**config.mk**
```make
export PLATFORM = sky130hd
export DESIGN_NAME = axi_stream_pkt_fifo
export DESIGN_NICKNAME = d
export VERILOG_FILES = /design/src/rtl/axi_stream_pkt_fifo.sv
export SDC_FILE = /design/constraint.sdc
export NUM_CORES = 1
export LEC_CHECK = 0
export CORE_MARGIN = 1
export CORE_UTILIZATION = 45
export DETAILED_ROUTE_END_ITERATION = 10
export HOLD_SLACK_MARGIN = 0.15
export MAX_ROUTING_LAYER = met4
export SLEW_MARGIN = 20
export SYNTH_ARGS = -nofsm -noshare
export SYNTH_HDL_FRONTEND = slang
export SYNTH_SLANG_ARGS = --single-unit
export TNS_END_PERCENT = 5
```
**constraint.sdc**
```tcl
create_clock -name clk -period 11.4 [get_ports clk]
set_clock_uncertainty 0.1 [all_clocks]
set_input_delay 2.28 -clock clk [delete_from_list [all_inputs] [get_ports clk]]
set_output_delay 2.28 -clock clk [all_outputs]
set_load 0.05 [all_outputs]
```
**src/rtl/axi_stream_pkt_fifo.sv**
```systemverilog
// AXI4-Stream FIFO carrying the full sideband, first-word-fall-through with a registered head,
// and an optional store-and-forward mode with an oversize-packet fallback to cut-through.
module axi_stream_pkt_fifo #(
    parameter int TDATA_WIDTH = 64,
    parameter int TID_WIDTH   = 1,
    parameter int TDEST_WIDTH = 1,
    parameter int TUSER_WIDTH = 1,
    parameter int DEPTH       = 16,
    parameter int PACKET_MODE = 0
) (
    input  logic                         clk,
    input  logic                         rst,

    input  logic                         s_tvalid,
    output logic                         s_tready,
    input  logic [TDATA_WIDTH-1:0]       s_tdata,
    input  logic [TDATA_WIDTH/8-1:0]     s_tstrb,
    input  logic [TDATA_WIDTH/8-1:0]     s_tkeep,
    input  logic                         s_tlast,
    input  logic [TID_WIDTH-1:0]         s_tid,
    input  logic [TDEST_WIDTH-1:0]       s_tdest,
    input  logic [TUSER_WIDTH-1:0]       s_tuser,

    output logic                         m_tvalid,
    input  logic                         m_tready,
    output logic [TDATA_WIDTH-1:0]       m_tdata,
    output logic [TDATA_WIDTH/8-1:0]     m_tstrb,
    output logic [TDATA_WIDTH/8-1:0]     m_tkeep,
    output logic                         m_tlast,
    output logic [TID_WIDTH-1:0]         m_tid,
    output logic [TDEST_WIDTH-1:0]       m_tdest,
    output logic [TUSER_WIDTH-1:0]       m_tuser,

    output logic [$clog2(DEPTH+1)-1:0]   word_count,
    output logic [$clog2(DEPTH+1)-1:0]   pkt_count,
    output logic                         overflow_err
);

    localparam int KW = TDATA_WIDTH / 8;
    localparam int AW = $clog2(DEPTH);
    localparam int CW = $clog2(DEPTH + 1);
    localparam int WW = TDATA_WIDTH + 2 * KW + 1 + TID_WIDTH + TDEST_WIDTH + TUSER_WIDTH;

    logic [WW-1:0] mem_q [DEPTH];
    logic [WW-1:0] head_q;
    logic [WW-1:0] s_word;

    logic [AW:0]   wr_ptr_q, wr_ptr_d;
    logic [AW:0]   rd_ptr_q, rd_ptr_d;
    logic [CW-1:0] pkt_count_q, pkt_count_d;
    logic [CW-1:0] pkt_after_pop;
    logic          m_tvalid_q, m_tvalid_d;
    logic          s_tready_q, s_tready_d;
    logic          full_release_q, full_release_d;
    logic          overflow_err_q, overflow_err_d;
    logic          full_q, full_d, pkt_ready;
    logic          push, pop, push_last, pop_last;

    assign s_word = {s_tdata, s_tstrb, s_tkeep, s_tlast, s_tid, s_tdest, s_tuser};
    assign {m_tdata, m_tstrb, m_tkeep, m_tlast, m_tid, m_tdest, m_tuser} = head_q;

    assign push      = s_tvalid && s_tready_q;
    assign pop       = m_tvalid_q && m_tready;
    assign push_last = push && s_tlast;
    assign pop_last  = pop && m_tlast;

    assign full_q = (wr_ptr_q[AW] != rd_ptr_q[AW]) &&
                    (wr_ptr_q[AW-1:0] == rd_ptr_q[AW-1:0]);

    always_comb begin
        // NOTE: every combinational output gets a default first so no path can infer a latch.
        wr_ptr_d       = wr_ptr_q + (AW+1)'(push);
        rd_ptr_d       = rd_ptr_q + (AW+1)'(pop);
        full_d         = (wr_ptr_d[AW] != rd_ptr_d[AW]) &&
                         (wr_ptr_d[AW-1:0] == rd_ptr_d[AW-1:0]);
        s_tready_d     = !full_d;

        pkt_count_d    = pkt_count_q;
        if (push_last && !pop_last) begin
            pkt_count_d = pkt_count_q + CW'(1);
        end else if (pop_last && !push_last) begin
            pkt_count_d = pkt_count_q - CW'(1);
        end

        // An oversize packet fills the FIFO with no tlast inside: release it as cut-through.
        full_release_d = full_release_q;
        overflow_err_d = overflow_err_q;
        if (PACKET_MODE != 0) begin
            if (pop_last) begin
                full_release_d = 1'b0;
            end
            if (full_q && (pkt_count_q == '0)) begin
                full_release_d = 1'b1;
                overflow_err_d = 1'b1;
            end
        end

        // The head register only ever shows words written before this edge, which keeps the
        // s_* to m_* path registered and gives the one-cycle empty-to-valid latency.
        pkt_after_pop  = pkt_count_q - CW'(pop_last);
        pkt_ready      = (PACKET_MODE == 0) || (pkt_after_pop != '0) || full_release_d;
        m_tvalid_d     = (rd_ptr_d != wr_ptr_q) && pkt_ready;
    end

    // NOTE: storage and head data carry no reset; m_tvalid qualifies them, and a reset on a
    // RAM array would block inference of block/distributed memory.
    always_ff @(posedge clk) begin
        if (push) begin
            mem_q[wr_ptr_q[AW-1:0]] <= s_word;
        end
        head_q <= mem_q[rd_ptr_d[AW-1:0]];
    end

    always_ff @(posedge clk or posedge rst) begin
        if (rst) begin
            wr_ptr_q       <= '0;
            rd_ptr_q       <= '0;
            pkt_count_q    <= '0;
            m_tvalid_q     <= 1'b0;
            s_tready_q     <= 1'b0;
            full_release_q <= 1'b0;
            overflow_err_q <= 1'b0;
        end else begin
            wr_ptr_q       <= wr_ptr_d;
            rd_ptr_q       <= rd_ptr_d;
            pkt_count_q    <= pkt_count_d;
            m_tvalid_q     <= m_tvalid_d;
            s_tready_q     <= s_tready_d;
            full_release_q <= full_release_d;
            overflow_err_q <= overflow_err_d;
        end
    end

    assign s_tready     = s_tready_q;
    assign m_tvalid     = m_tvalid_q;
    assign word_count   = CW'(wr_ptr_q - rd_ptr_q);
    assign pkt_count    = pkt_count_q;
    assign overflow_err = overflow_err_q;

endmodule

```
==> metrics.csv <==
stage,metric,value,unit
setup_path,Critical-path top delay cell,clkdlybuf4s50_1,
cells_and_area,Nets,2628,
floorplanning,Die H,345,um
clock_tree,clk sink count,1445,
synthesis,Syn Area/Cell,23.4,um2
synthesis,Yosys Warn Count,0,
global_routing,GRT overflow,0,
sta,Max Clk Rate,0.173,GHz
sta,Least-Margin Pin Slew,1.04,ns
cells_and_area,fin util,52.7,%
setup_path,Buf/Inv on CP,3,
setup_path,crit path cell chain,"inv_1, ha_1, fa_1, inv_1, a21o_1, a21oi_1, xnor2_1, clkdlybuf4s50_1",
pwr,Internal Pwr Total,11900,uW
routing,post-detailed-routing wire length,121000,um
synthesis,Synth Instances,2266,
floorplanning,# IOs,185,
clock_tree,Worst-path clk slew,0.06,ns
floorplanning,core area,117000,um2
pwr,combinational share of power,36.2,%
clock_tree,post-CTS resize count,0,
setup_path,Worst EP required,9.02,ns
routing,Post-DRT Antenna Nets,0,
cells_and_area,"leading cell types in the layout, fill and taps excluded","edfxtp_1, mux4_2, clkdlybuf4s50_1",
routing,number of vias in the routed layout,24100,
pwr,LEAKAGE,0.0195,uW
status,status,finished clean,
clock_tree,# H-tree levels,4,
setup_path,CP max FO,9,
pwr,Clock power frac,25.6,%
cells_and_area,fillcell total,8815,
global_routing,first-pass GRT wire length,177000,um
pwr,pwr/cell area,291,nW/um2
routing,Detailed Routing Iterations Pass 1,5,
routing,Initial DRC Count,2442,
sta,RSZ-0062 raised after global routing,false,
clock_tree,CTS Buffer Depth,3,
setup_path,Worst path top cell family by delay,buffers and inverters,
pwr,peak supply drop,0.363,mV
worst_hold_path,hold path depth,1,
floorplanning,Starting Density,45.5,%
synthesis,Yosys cell types,34,
setup_path,crit path launch type,flip-flop,
clock_tree,clk root buf,clkbuf_16,
sta,setup_tns,0,ns
setup_path,Crit path arrival time,3.42,ns
global_routing,vias in the first global route,25800,
sta,"Slew Viols, Final",0,
setup_path,"setup slack, reg-to-reg",7.53,ns
global_routing,total track usage,21.2,%
setup_path,Crit Path Class,flip-flop to output port,
cells_and_area,Layout area overhead,15.9,%
floorplanning,FP Rows,125,
sta,Tcrit/Tclk final,50.8,%
clock_tree,clk_lat worst skew,0.75,ns
sta,Tmin final,5.80,ns
cells_and_area,"commonest non-fill, non-tap cell in the layout",edfxtp_1,
routing,# DRC,0,
sta,max_slew headroom,30.3,%
floorplanning,Die Area,119000,um2
clock_tree,Num CTS Buffers,147,
setup_path,Crit path top cell by count,inv_1,
pwr,P_sw,5980,uW
synthesis,post-synth net total,2369,
sta,Final setup viols,0,
synthesis,Yosys reg bits,1445,
synthesis,register area share after synthesis,80.2,%
synthesis,synthesized cell area,53000,um2
routing,post-DR wirelength/cell,28.8,um
global_routing,initial antenna violation count,15,
setup_path,Worst setup EP type,output port,
flow_run,MaxCap Viol Count,0,
worst_hold_path,Hold WC Path Type,flip-flop to flip-flop,
setup_path,CP peak stage delay,0.83,ns
clock_tree,CTS tree,yes,
pwr,Seq pwr share,38.2,%
place,Final HPWL DP,57800,um
global_routing,largest net degree at the start of global routing,132,
place,Placer Congestion,0.752,
cells_and_area,layout cell share with drive strength beyond 1,22.8,%
clock_tree,hold buffers post-CTS,0,
clock_tree,postcts setup bufs,0,
floorplanning,DIE WIDTH,345,um
setup_path,R2R cell count,10,
pwr,switch share,33.4,%
routing,Via density,5.77,
place,IO Port Bufs,183,
setup_path,Crit. path cell count,8,
sta,final hold violations,0,
==> cells in the mapped netlist, drive strengths merged <==
master  number  area share, %
mux4       336             14
xnor2       17           0.33
edfxtp    1344             76
xor2         7           0.12
and2         1          0.012
buf         70           0.74
clkbuf      48           0.34
nand2       94           0.67
nor2        20           0.15
inv         18           0.13
nand3        6          0.066
conb         1         0.0071
or3          1          0.012
nand4        1          0.012
nor3         4          0.038
mux2i        2          0.038
nor4         1          0.012
a22oi      168            2.4
ha          13           0.31
o21ai        2          0.019
dfrtp       17           0.80
fa           2          0.076
dfxtp       84            3.2
a21o         3          0.043
and3         1          0.012
a21oi        4          0.038
nand3b       1          0.014
==> registers in the layout, indices dropped and copies added, names as in the netlist <==
| name | flops |
|---|---|
| s_tready | 1 |
| pkt_count | 5 |
| head_q | 84 |
| wr_ptr_q | 5 |
| rd_ptr_q | 5 |
| mem_q | 1344 |
| m_tvalid | 1 |
==> logic make-up (layout without fill, tap and decap cells) <==
family | after synthesis | count (layout) | share of synthesized area (%)
AOI/OAI and AO/OA | 177 | 177 | 2.48
DFF | 1445 | 1445 | 80.2
and+or+nand+nor | 130 | 130 | 0.994
buffers and inverters | 136 | 520 | 1.21
muxes | 338 | 338 | 14.3
other | 1 | 13 | 0.00708
xor gates and xnor gates | 24 | 24 | 0.446
adders and majority gates | 15 | 15 | 0.383
==> layout make-up <==
class / instances / area (um2) / share of cell area [%]
Multi-Input combinational cell: 685 / 10000 / 16.3
Inverter: 18 / 67.6 / 0.110
Clock inverter: 62 / 467 / 0.760
Clock buffer: 212 / 4150 / 6.76
Timing Repair Buffer: 228 / 2290 / 3.73
Antenna cell: 12 / 30.0 / 0.0489
Sequential cell: 1445 / 42500 / 69.2
Tap cell: 1524 / 1910 / 3.11
==> stage by stage <==
step / setup slack (ns) / instances / area [um2] / total power, uW / hold slack, ns
final: 5.60 / 4186 / 61400 / 17900 / 0.382
after global placement: 5.34 / 3899 / 56700 / 13500 / 0.365
after CTS: 5.53 / 4173 / 61400 / 18100 / 0.390
after detailed placement: 5.27 / 3899 / 56700 / 13600 / 0.376
after global routing: 5.42 / 4186 / 61400 / 18700 / 0.412
after floorplan: 2.24 / 2266 / 53000 / 11600 / 0.399
==> final timing paths <==
check,from,endpoint
setup / recovery,wr_ptr_q[0]$_DFF_PP0_,word_count[4]
hold / removal,pkt_count[4]$_DFFE_PP0P_,pkt_count[4]$_DFFE_PP0P_
setup reg to reg,m_tvalid$_DFF_PP0_,head_q[7]$_DFF_P_
hold reg to reg,pkt_count[4]$_DFFE_PP0P_,pkt_count[4]$_DFFE_PP0P_
max in group asynchronous,rst,wr_ptr_q[2]$_DFF_PP0_
min in group asynchronous,rst,rd_ptr_q[2]$_DFF_PP0_
==> metal layers <==
| metal | part of all wire [%] | track usage [%] | up-vias |
|---|---|---|---|
| li1 | - | - | 10100 |
| met1 | 42 | 28.4 | 13100 |
| met2 | 50 | 33.8 | 767 |
| met3 | 6.3 | 3.82 | 178 |
| met4 | 2.1 | 5.48 | 0 |
| met5 | 0 | - | - |
==> power groups by stage <==
| stage | Clock, uW | Sequential (uW) | Combinational (uW) |
|---|---|---|---|
| 3_3_place_gp | 0 | 6930 | 6570 |
| 5_1_grt | 4880 | 6890 | 6950 |
| 3_5_place_dp | 0 | 6950 | 6610 |
| 2_1_floorplan | 0 | 7470 | 4100 |
| 4_1_cts | 4670 | 6850 | 6620 |
| 6_report | 4570 | 6830 | 6480 |
(Power assumes the default switching activity.)
